<file path="config.mk">
export PLATFORM = sky130hd
export DESIGN_NAME = adxl345_access_scheduler
export DESIGN_NICKNAME = d
export VERILOG_FILES = /design/src/rtl/adxl345_access_scheduler.sv
export SDC_FILE = /design/constraint.sdc
export NUM_CORES = 1
export LEC_CHECK = 0
export CORE_MARGIN = 5
export CORE_UTILIZATION = 50
export DETAILED_ROUTE_END_ITERATION = 6
export PLACE_DENSITY = 0.77
export REMOVE_ABC_BUFFERS = 1
export SYNTH_ARGS = -nofsm -noshare
export SYNTH_HDL_FRONTEND = slang
export SYNTH_SLANG_ARGS = --single-unit
</file>
<file path="constraint.sdc">
create_clock -name clk -period 4.9 [get_ports clk]
set_input_delay 0.49 -clock clk [delete_from_list [all_inputs] [get_ports clk]]
set_output_delay 0.49 -clock clk [all_outputs]
set_load 0.01 [all_outputs]
</file>
<file path="src/rtl/adxl345_access_scheduler.sv">
// Arbitrates host register accesses and interrupt-driven sample reads onto one I2C master port.
// Optional status counters are built when ADXL_SCHED_STATUS_EN is defined; otherwise they read as zero.
module adxl345_access_scheduler #(
  parameter int unsigned TIMEOUT_CYCLES = 1000000,
  parameter logic [7:0]  INT_SOURCE_PTR = 8'h30,
  parameter logic [7:0]  DATA_PTR       = 8'h32
) (
  input  logic        clk,
  input  logic        reset,
  input  logic        irq,
  input  logic        h_req,
  input  logic        h_rw,
  input  logic [7:0]  h_ptr,
  input  logic [7:0]  h_len,
  input  logic [7:0]  h_wdata,
  output logic        h_gnt,
  output logic [7:0]  h_rdata,
  output logic        h_rvalid,
  output logic        h_done,
  output logic        h_err,
  output logic        m_cmd_valid,
  input  logic        m_cmd_ready,
  output logic        m_cmd_rw,
  output logic [7:0]  m_cmd_ptr,
  output logic [7:0]  m_cmd_len,
  output logic [7:0]  m_cmd_wdata,
  input  logic [7:0]  m_rd_data,
  input  logic        m_rd_valid,
  input  logic        m_done,
  input  logic        m_err,
  output logic [15:0] sample_x,
  output logic [15:0] sample_y,
  output logic [15:0] sample_z,
  output logic        sample_valid,
  output logic [31:0] irq_count,
  output logic [15:0] err_count,
  output logic [2:0]  dbg_state
);

  // Command handshake: the payload is presented with m_cmd_valid and held unchanged
  // until the cycle in which m_cmd_valid && m_cmd_ready, which is the single transfer cycle.
  typedef enum logic [2:0] {
    IDLE, HOST_CMD, HOST_WAIT, SRC_CMD, SRC_WAIT, DATA_CMD, DATA_WAIT, SAMPLE_OUT
  } state_t;

  state_t      state, state_next;
  logic        irq_s1, irq_s2;
  logic [1:0]  req_age;
  logic        host_starved;
  logic        rw_q;
  logic [7:0]  ptr_q, len_q, wdata_q;
  logic [7:0]  cnt;
  logic [31:0] tmo_cnt;
  logic [7:0]  rx_buf [6];
  logic [7:0]  buf_eff [6];

  logic        host_pend, in_wait, byte_take, timeout, fail;
  logic        grant_host, grant_irq, sample_load;
  logic [7:0]  exp_len, cnt_eff;

  // A host request is only considered once it has been held as long as the irq
  // synchroniser delay, so simultaneous arrivals meet in the arbiter on the same cycle.
  assign host_pend = h_req & req_age[1];
  assign in_wait   = (state == HOST_WAIT) || (state == SRC_WAIT) || (state == DATA_WAIT);

  always_comb begin
    exp_len = 8'd0;
    case (state)
      HOST_WAIT: exp_len = rw_q ? len_q : 8'd0;
      SRC_WAIT:  exp_len = 8'd1;
      DATA_WAIT: exp_len = 8'd6;
      default:   exp_len = 8'd0;
    endcase
  end

  assign byte_take = in_wait & m_rd_valid & (cnt < exp_len);
  assign cnt_eff   = cnt + {7'd0, byte_take};
  assign timeout   = in_wait && (tmo_cnt >= TIMEOUT_CYCLES - 1);
  assign fail      = in_wait && ((m_done && (m_err || (cnt_eff != exp_len))) || (!m_done && timeout));
  assign h_rdata   = m_rd_data;
  assign dbg_state = state;

  always_comb begin
    for (int i = 0; i < 6; i++) buf_eff[i] = rx_buf[i];
    if (byte_take && (state != HOST_WAIT)) buf_eff[cnt[2:0]] = m_rd_data;
  end

  always_comb begin
    state_next   = state;
    h_gnt        = 1'b0;
    h_rvalid     = 1'b0;
    h_done       = 1'b0;
    h_err        = 1'b0;
    m_cmd_valid  = 1'b0;
    m_cmd_rw     = 1'b0;
    m_cmd_ptr    = 8'd0;
    m_cmd_len    = 8'd0;
    m_cmd_wdata  = 8'd0;
    sample_valid = 1'b0;
    grant_host   = 1'b0;
    grant_irq    = 1'b0;
    sample_load  = 1'b0;
    case (state)
      IDLE: begin
        if (irq_s2 && !(host_pend && host_starved)) begin
          grant_irq  = 1'b1;
          state_next = SRC_CMD;
        end else if (host_pend) begin
          grant_host = 1'b1;
          h_gnt      = 1'b1;
          if (h_len == 8'd0) begin
            h_done = 1'b1;
            h_err  = 1'b1;
          end else begin
            state_next = HOST_CMD;
          end
        end
      end
      HOST_CMD: begin
        m_cmd_valid = 1'b1;
        m_cmd_rw    = rw_q;
        m_cmd_ptr   = ptr_q;
        m_cmd_len   = len_q;
        m_cmd_wdata = wdata_q;
        if (m_cmd_ready) state_next = HOST_WAIT;
      end
      HOST_WAIT: begin
        h_rvalid = byte_take;
        if (fail || m_done) begin
          h_done     = 1'b1;
          h_err      = fail;
          state_next = IDLE;
        end
      end
      SRC_CMD: begin
        m_cmd_valid = 1'b1;
        m_cmd_rw    = 1'b1;
        m_cmd_ptr   = INT_SOURCE_PTR;
        m_cmd_len   = 8'd1;
        if (m_cmd_ready) state_next = SRC_WAIT;
      end
      SRC_WAIT: begin
        if (fail) state_next = IDLE;
        else if (m_done) state_next = buf_eff[0][7] ? DATA_CMD : IDLE;
      end
      DATA_CMD: begin
        m_cmd_valid = 1'b1;
        m_cmd_rw    = 1'b1;
        m_cmd_ptr   = DATA_PTR;
        m_cmd_len   = 8'd6;
        if (m_cmd_ready) state_next = DATA_WAIT;
      end
      DATA_WAIT: begin
        if (fail) begin
          state_next = IDLE;
        end else if (m_done) begin
          sample_load = 1'b1;
          state_next  = SAMPLE_OUT;
        end
      end
      SAMPLE_OUT: begin
        sample_valid = 1'b1;
        state_next   = IDLE;
      end
      default: state_next = IDLE;
    endcase
    if (!reset) begin
      state_next   = IDLE;
      h_gnt        = 1'b0;
      h_rvalid     = 1'b0;
      h_done       = 1'b0;
      h_err        = 1'b0;
      m_cmd_valid  = 1'b0;
      sample_valid = 1'b0;
      grant_host   = 1'b0;
      grant_irq    = 1'b0;
      sample_load  = 1'b0;
    end
  end

  always_ff @(posedge clk) begin
    if (!reset) begin
      state        <= IDLE;
      irq_s1       <= 1'b0;
      irq_s2       <= 1'b0;
      req_age      <= 2'b00;
      host_starved <= 1'b0;
      rw_q         <= 1'b0;
      ptr_q        <= 8'd0;
      len_q        <= 8'd0;
      wdata_q      <= 8'd0;
      cnt          <= 8'd0;
      tmo_cnt      <= 32'd0;
      sample_x     <= 16'd0;
      sample_y     <= 16'd0;
      sample_z     <= 16'd0;
      for (int i = 0; i < 6; i++) rx_buf[i] <= 8'd0;
    end else begin
      state  <= state_next;
      irq_s1 <= irq;
      irq_s2 <= irq_s1;
      if (!h_req || h_gnt) req_age <= 2'b00;
      else req_age <= {req_age[0], 1'b1};
      if (grant_host) host_starved <= 1'b0;
      else if (grant_irq && host_pend) host_starved <= 1'b1;
      if (grant_host) begin
        rw_q    <= h_rw;
        ptr_q   <= h_ptr;
        len_q   <= h_len;
        wdata_q <= h_wdata;
      end
      if (!in_wait) cnt <= 8'd0;
      else if (byte_take) cnt <= cnt + 8'd1;
      if (!in_wait || m_rd_valid) tmo_cnt <= 32'd0;
      else tmo_cnt <= tmo_cnt + 32'd1;
      for (int i = 0; i < 6; i++) rx_buf[i] <= buf_eff[i];
      if (sample_load) begin
        sample_x <= {buf_eff[1], buf_eff[0]};
        sample_y <= {buf_eff[3], buf_eff[2]};
        sample_z <= {buf_eff[5], buf_eff[4]};
      end
    end
  end

`ifdef ADXL_SCHED_STATUS_EN
  logic [31:0] irq_cnt_q;
  logic [15:0] err_cnt_q;

  always_ff @(posedge clk) begin
    if (!reset) begin
      irq_cnt_q <= 32'd0;
      err_cnt_q <= 16'd0;
    end else begin
      if ((state == SAMPLE_OUT) && (irq_cnt_q != 32'hFFFF_FFFF)) irq_cnt_q <= irq_cnt_q + 32'd1;
      if (fail && (err_cnt_q != 16'hFFFF)) err_cnt_q <= err_cnt_q + 16'd1;
    end
  end

  assign irq_count = irq_cnt_q;
  assign err_count = err_cnt_q;
`else
  assign irq_count = 32'd0;
  assign err_count = 16'd0;
`endif

endmodule

</file>
# ---- After elaboration in Yosys (flattened, before gate mapping)
# Memory sizes are Yosys's and may differ from the RTL's.
# Index checks and enable logic that the tools add are counted.
dict set report word_totals {
  register_bits 121
  latch_bits 0
  mem_bits_rw 48
  mem_bits_ro 0
  input_bits 41
  output_inout_bits 138
  wordCells 138
  mem_count 1
}
dict set report classes {
  addsub 3
  multipliers 0
  div_mod_pow 0
  magnitude_cmp 4
  n_eq_ne 17
  shift 0
  muxes 58
  n_bitwise 11
  n_reduce_logical 29
}
# name depth word_bits read_ports rd_clocked_by_memory_dff write_ports line_no
set mem_list {}
lappend mem_list {rx_buf 6 8 6 0 6 54} ;# logic [7:0] rx_buf [6];
# operator n
set ops {}
lappend ops {{$mux 8} 9}
lappend ops {{$pmux 8 s3} 3}
lappend ops {{$bwmux 48} 1}
lappend ops {{$mux 48} 1}
lappend ops {{$mux 3} 12}
lappend ops {{$add 32x1->32 const B} 1}
lappend ops {{$ge 32x20->1 const B} 1}
lappend ops {{$mux 1} 27}
lappend ops {{$demux 8 s3} 1}
lappend ops {{$pmux 3 s8} 1}
lappend ops {{$eq 3x3->1 const B} 4}
lappend ops {{$ne 3x3->1 const B} 4}
lappend ops {{$logic_and 1x1->1} 9}
lappend ops {{$add 8x1->8} 1}
lappend ops {{$add 8x1->8 const B} 1}
lappend ops {{$logic_not 8->1} 1}
lappend ops {{$lt 8x8->1} 1}
lappend ops {{$ne 8x8->1} 1}
lappend ops {{$reduce_and 8->1} 1}
lappend ops {{$reduce_or 2->1} 4}
lappend ops {{$logic_or 1x1->1} 7}
lappend ops {{$eq 3x2->1 const B} 2}
lappend ops {{$ne 2x2->1 const B} 3}
lappend ops {{$or 1x1->1} 6}
lappend ops {{other kinds (13)} 20}

# ---- Logic depth before layout (Yosys ltp)
dict set report depth {
  ltp_word 15
  depth_mapped 19
  mapped_depth_nobuf 15
}

# ---- Worst setup path before layout
# OpenSTA, ideal clock, no wires.
dict set report synth_timing {
  path_type {register to output}
  from {register state[2] (netlist: dbg_state[2])}
  to {output h_err}
  arrival_ps 3617
  required_time_ps 4410
  setup_slack_ps 793
  path_stages_with_launch 17
  n_path_buf 2
  path_cell_list {dfxtp_1 -> buf_6 -> and4bb_2 -> buf_2 -> nand2_1 -> ha_1 -> a21o_1 -> a21o_1 -> a221oi_4 -> ha_1 -> nand3_1 -> or3_1 -> and3_1 -> o211a_1 -> a31oi_1 -> nand3_1 -> o21ai_0}
}
dict set report synth_via {
  elab_chain_cells 15
  word_cells_on_any_way 22
  classes_between {add/sub: 1; order compare: 1; eq/ne: 4; mux: 4; bitwise: 2; reduce/logical: 10}
}
# element line_no
set synth_rtl {}
lappend synth_rtl {{from (decl)} 46} ;# state_t state, state_next;
lappend synth_rtl {{from (signal assigned)} 199} ;# state <= state_next;
lappend synth_rtl {{branches (longest 13 deep; another with $lt 8x8->1)} n/a}
lappend synth_rtl {{$pmux 1 s2 (*)} 103} ;# case (state)
lappend synth_rtl {{$mux 1 (*)} 167} ;# if (!reset) begin
lappend synth_rtl {{to (decl)} 20} ;# output logic h_err,
# Every way passes the cells marked *.

# ---- Worst setup path in the final report
# Ends and elaborated chain as after synthesis.

==> impl_metrics.yaml <==
die:
  die_w_um: 134
  initial_core_util_pct: 50.9
  die_h_um: 134
  die-area_sq_um: 18000
  rows: 45
  design.core.area_sq_um: 15100
  io_pins: 179
worst_setup_path:
  worstPathCellList: "and4bb_4 > nand2_1 > ha_1 > a21o_1 > a21o_1 > a221oi_4 > ha_1 > nand3_2 > or3_1 > and3_1 > o211a_1 > a31oi_2 > nand3_1 > o21ai_0 > dlygate4sd2_1"
  r2r_start: "dbg_state[2]"
  crit_family: "simple AND/OR/NAND/NOR gates"
  path_max_fanout: 9
  end_kind: "output pin"
  required_ns: 4.41
  r2r_cells: 15
  r2r_setup_slack_ns: 0.95
  crit_arrival_ns: 4.15
  worst-path-buf-inv: 1
  cpPeakStageDelay_ns: 0.41
  start_kind: "register"
  reg2reg_to: "sample_x[6]"
  crit_slowest_cell: "and4bb_4"
  worstSetupPathType: "register to output pin"
routing:
  drc: 0
  first_pass_iters: 5
  dr_total_vias: 6183
  drt_iter0_drc: 338
  ant_nets: 0
  wl_per_cell_um: 14.6
  viasPerCell: 5.28
  wl_mm: 17.1
hold_path:
  holdCritPathClass: "register to register"
  min_path_cells: 1
  hold_end: "req_age[1]"
  min_from: "req_age[0]"
sta:
  finalSetupViolations: 0
  min_period_ns: 4.64
  timing.slew.headroom_pct: 34.2
  fmax_mhz: 216
  fin_skew_ns: 0.00731
  hold_viol: 0
  rsz0062_at_grt: "no"
  slew_viol_final: 0
  tightest_slew_ns: 0.987
  finalCritPeriodShare_pct: 94.7
  fin_setup_tns_ns: 0
global_routing:
  antenna_found_initial: 0
  grt_overflow: 0
  grt_pass1_vias: 5737
  grtUsageTotal_pct: 19.1
  grt_pass1_wl_mm: 28.1
  grt_start_max_net_pins: 97
clocking:
  cts_sinks: 169
  ctsHoldBuffers: 0
  htreeDepth: 4
  cts_root_buffer: "clkbuf_16"
  cts_tree: "yes"
  cts.clk_slew.worst_paths_ns: 0.07
  cts_buffers: 17
  cts_buffer_depth: 2
  clock_latency_ns: 0.43
synthesis:
  synth_seq_area_share_pct: 43.9
  synth_cells: 876
  syn_area_sq_um: 7710
  synthFlopType: "dfxtp_1"
  yosysMostFrequentCell: "dfxtp_1"
  synth_seq_cells: 169
  ys_top_cells_by_area: "dfxtp_1 (44%), mux2i_1 (6.6%), nor2_1 (5.8%), buf_4 (5.5%), nand2_1 (4.4%)"
  ys_types: 60
  synth_area_per_cell_sq_um: 8.81
  synth_area_leader_cell: "dfxtp_1"
  async_reset_ff_share_pct: 0
  yosysTopAreaCellShare_pct: 43.9
  yosys_warnings: 0
  synth_edf_count: 0
  ys_top_cells_by_count: "dfxtp_1 (169), nor2_1 (120), nand2_1 (91), buf_4 (57), nand3_1 (57)"
placed_design:
  place_inst: 1139
  gp_congestion: 0.839
  port_buffers: 130
  hpwl_mm: 11.4
  placed_area_sq_um: 8850
pwr:
  peakVddDrop_uv: 255
  cellLeakagePower_uw: 0.00358
  powerDensity_nw_per_um2: 338
final_layout:
  finalNonFillerCells: 1171
  fillCellCount: 1287
  finalNetCount: 1022
  syn2layout_area_growth_pct: 23.2
  diodes: 0
  postLayoutCellArea_sq_um: 9500
  layout-drive-gt1-share_pct: 7.22
status:
  status: "finished clean"
run:
  maxCapViolations: 0
## layout make-up
cell class | instances | area, sq um | share of cell area, %
Inverter | 9 | 36.3 | 0.382
Clock buffer | 21 | 460 | 4.85
Tap cell | 188 | 235 | 2.48
Multi-Input combinational cell | 633 | 3840 | 40.5
Clock inverter | 11 | 160 | 1.69
Timing Repair Buffer | 140 | 1380 | 14.6
Sequential cell | 169 | 3380 | 35.6
## sequential cells by signal, indices dropped and copies added, names as in the netlist
name          cells
sample_y         16
ptr_q             8
rx_buf           48
irq_s1            1
dbg_state         3
wdata_q           8
sample_z         16
tmo_cnt          32
req_age           2
len_q             8
cnt               8
irq_s2            1
rw_q              1
sample_x         16
host_starved      1
## worst max-delay path by stage
| stage | startpoint | to | slack, ns | cells past startpoint |
|---|---|---|---|---|
| final | dbg_state[2] | h_err | 0.26 | 15 |
| after global routing | dbg_state[2] | h_err | 0.02 | 15 |
| after CTS | dbg_state[2] | h_err | 0.28 | 15 |
| after detailed placement | dbg_state[2] | h_err | 0.35 | 15 |
| after global placement | dbg_state[2] | h_err | 0.40 | 15 |
| after floorplan | dbg_state[0] | sample_x[0] | -1.43 | 13 |
## repair_timing
item / in CTS / in global routing
buffers inserted: 0 / 0
resized for setup: 5 / 2
pin swaps: 0 / 0
setup endpoints to repair: 1 / 1
## metal layers
metal  GRT usage [%]  wire length [um]  vias up
met5               0                 0        -
met4            5.66               235        0
met3            6.04              1240       19
met2            29.3              7810      189
met1            25.9              7840     2874
li1                -                 -     3101
## worst register-to-register path, stage by stage, from the launching register on
cell,delay [ns]
dfxtp_1,0.31
and4bb_4,0.41
nand2_1,0.09
ha_1,0.30
a21o_1,0.19
a21o_1,0.20
a221oi_4,0.24
ha_1,0.23
nand3_2,0.14
or3_1,0.37
and3_1,0.18
o211a_1,0.25
nand4_1,0.18
buf_12,0.38
nor3_1,0.12
a31o_2,0.24
## metrics by stage
step                      setup slack (ns)  total power (uW)  hold slack [ns]  utilization (%)
after floorplan                      -1.43              1650            0.406                -
after global placement               0.405              1830            0.409             58.5
after detailed placement             0.351              1830            0.417             58.5
after CTS                            0.278              3230            0.437             62.7
after global routing                0.0188              3340            0.465             62.7
final                                0.262              3210            0.435             62.7
## logic make-up after synthesis
| family | share of synthesized area (%) |
|---|---|
| compound gates | 11.1 |
| xor+xnor | 5.27 |
| fa+ha+maj | 1.78 |
| buf+inv | 9.08 |
| flops | 43.9 |
| mux | 6.62 |
| other cells | 0.0486 |
| simple gates | 22.3 |
## cell usage in the layout, fill, tap and decap left out, types with 7 or more instances in the layout
master and count:
a21oi_1 30, a31o_2 8, and2_1 22, and3_1 10, buf_4 9, clkbuf_16 17, clkdlybuf4s50_1 128, conb_1 48
dfxtp_1 169, ha_1 11, inv_1 8, mux2i_1 51, nand2_1 91, nand3_1 56, nand4_1 7, nor2_1 120
nor3_1 17, o21ai_0 7, o31ai_1 33, o31ai_2 8, xnor2_1 19, xor2_1 22
## report_power, final
part | internal [uW] | switching, uW
Sequential | 1390 | 7.97
Clock | 839 | 557
Combinational | 155 | 263
Note: power is estimated with default switching activity, not from simulation.
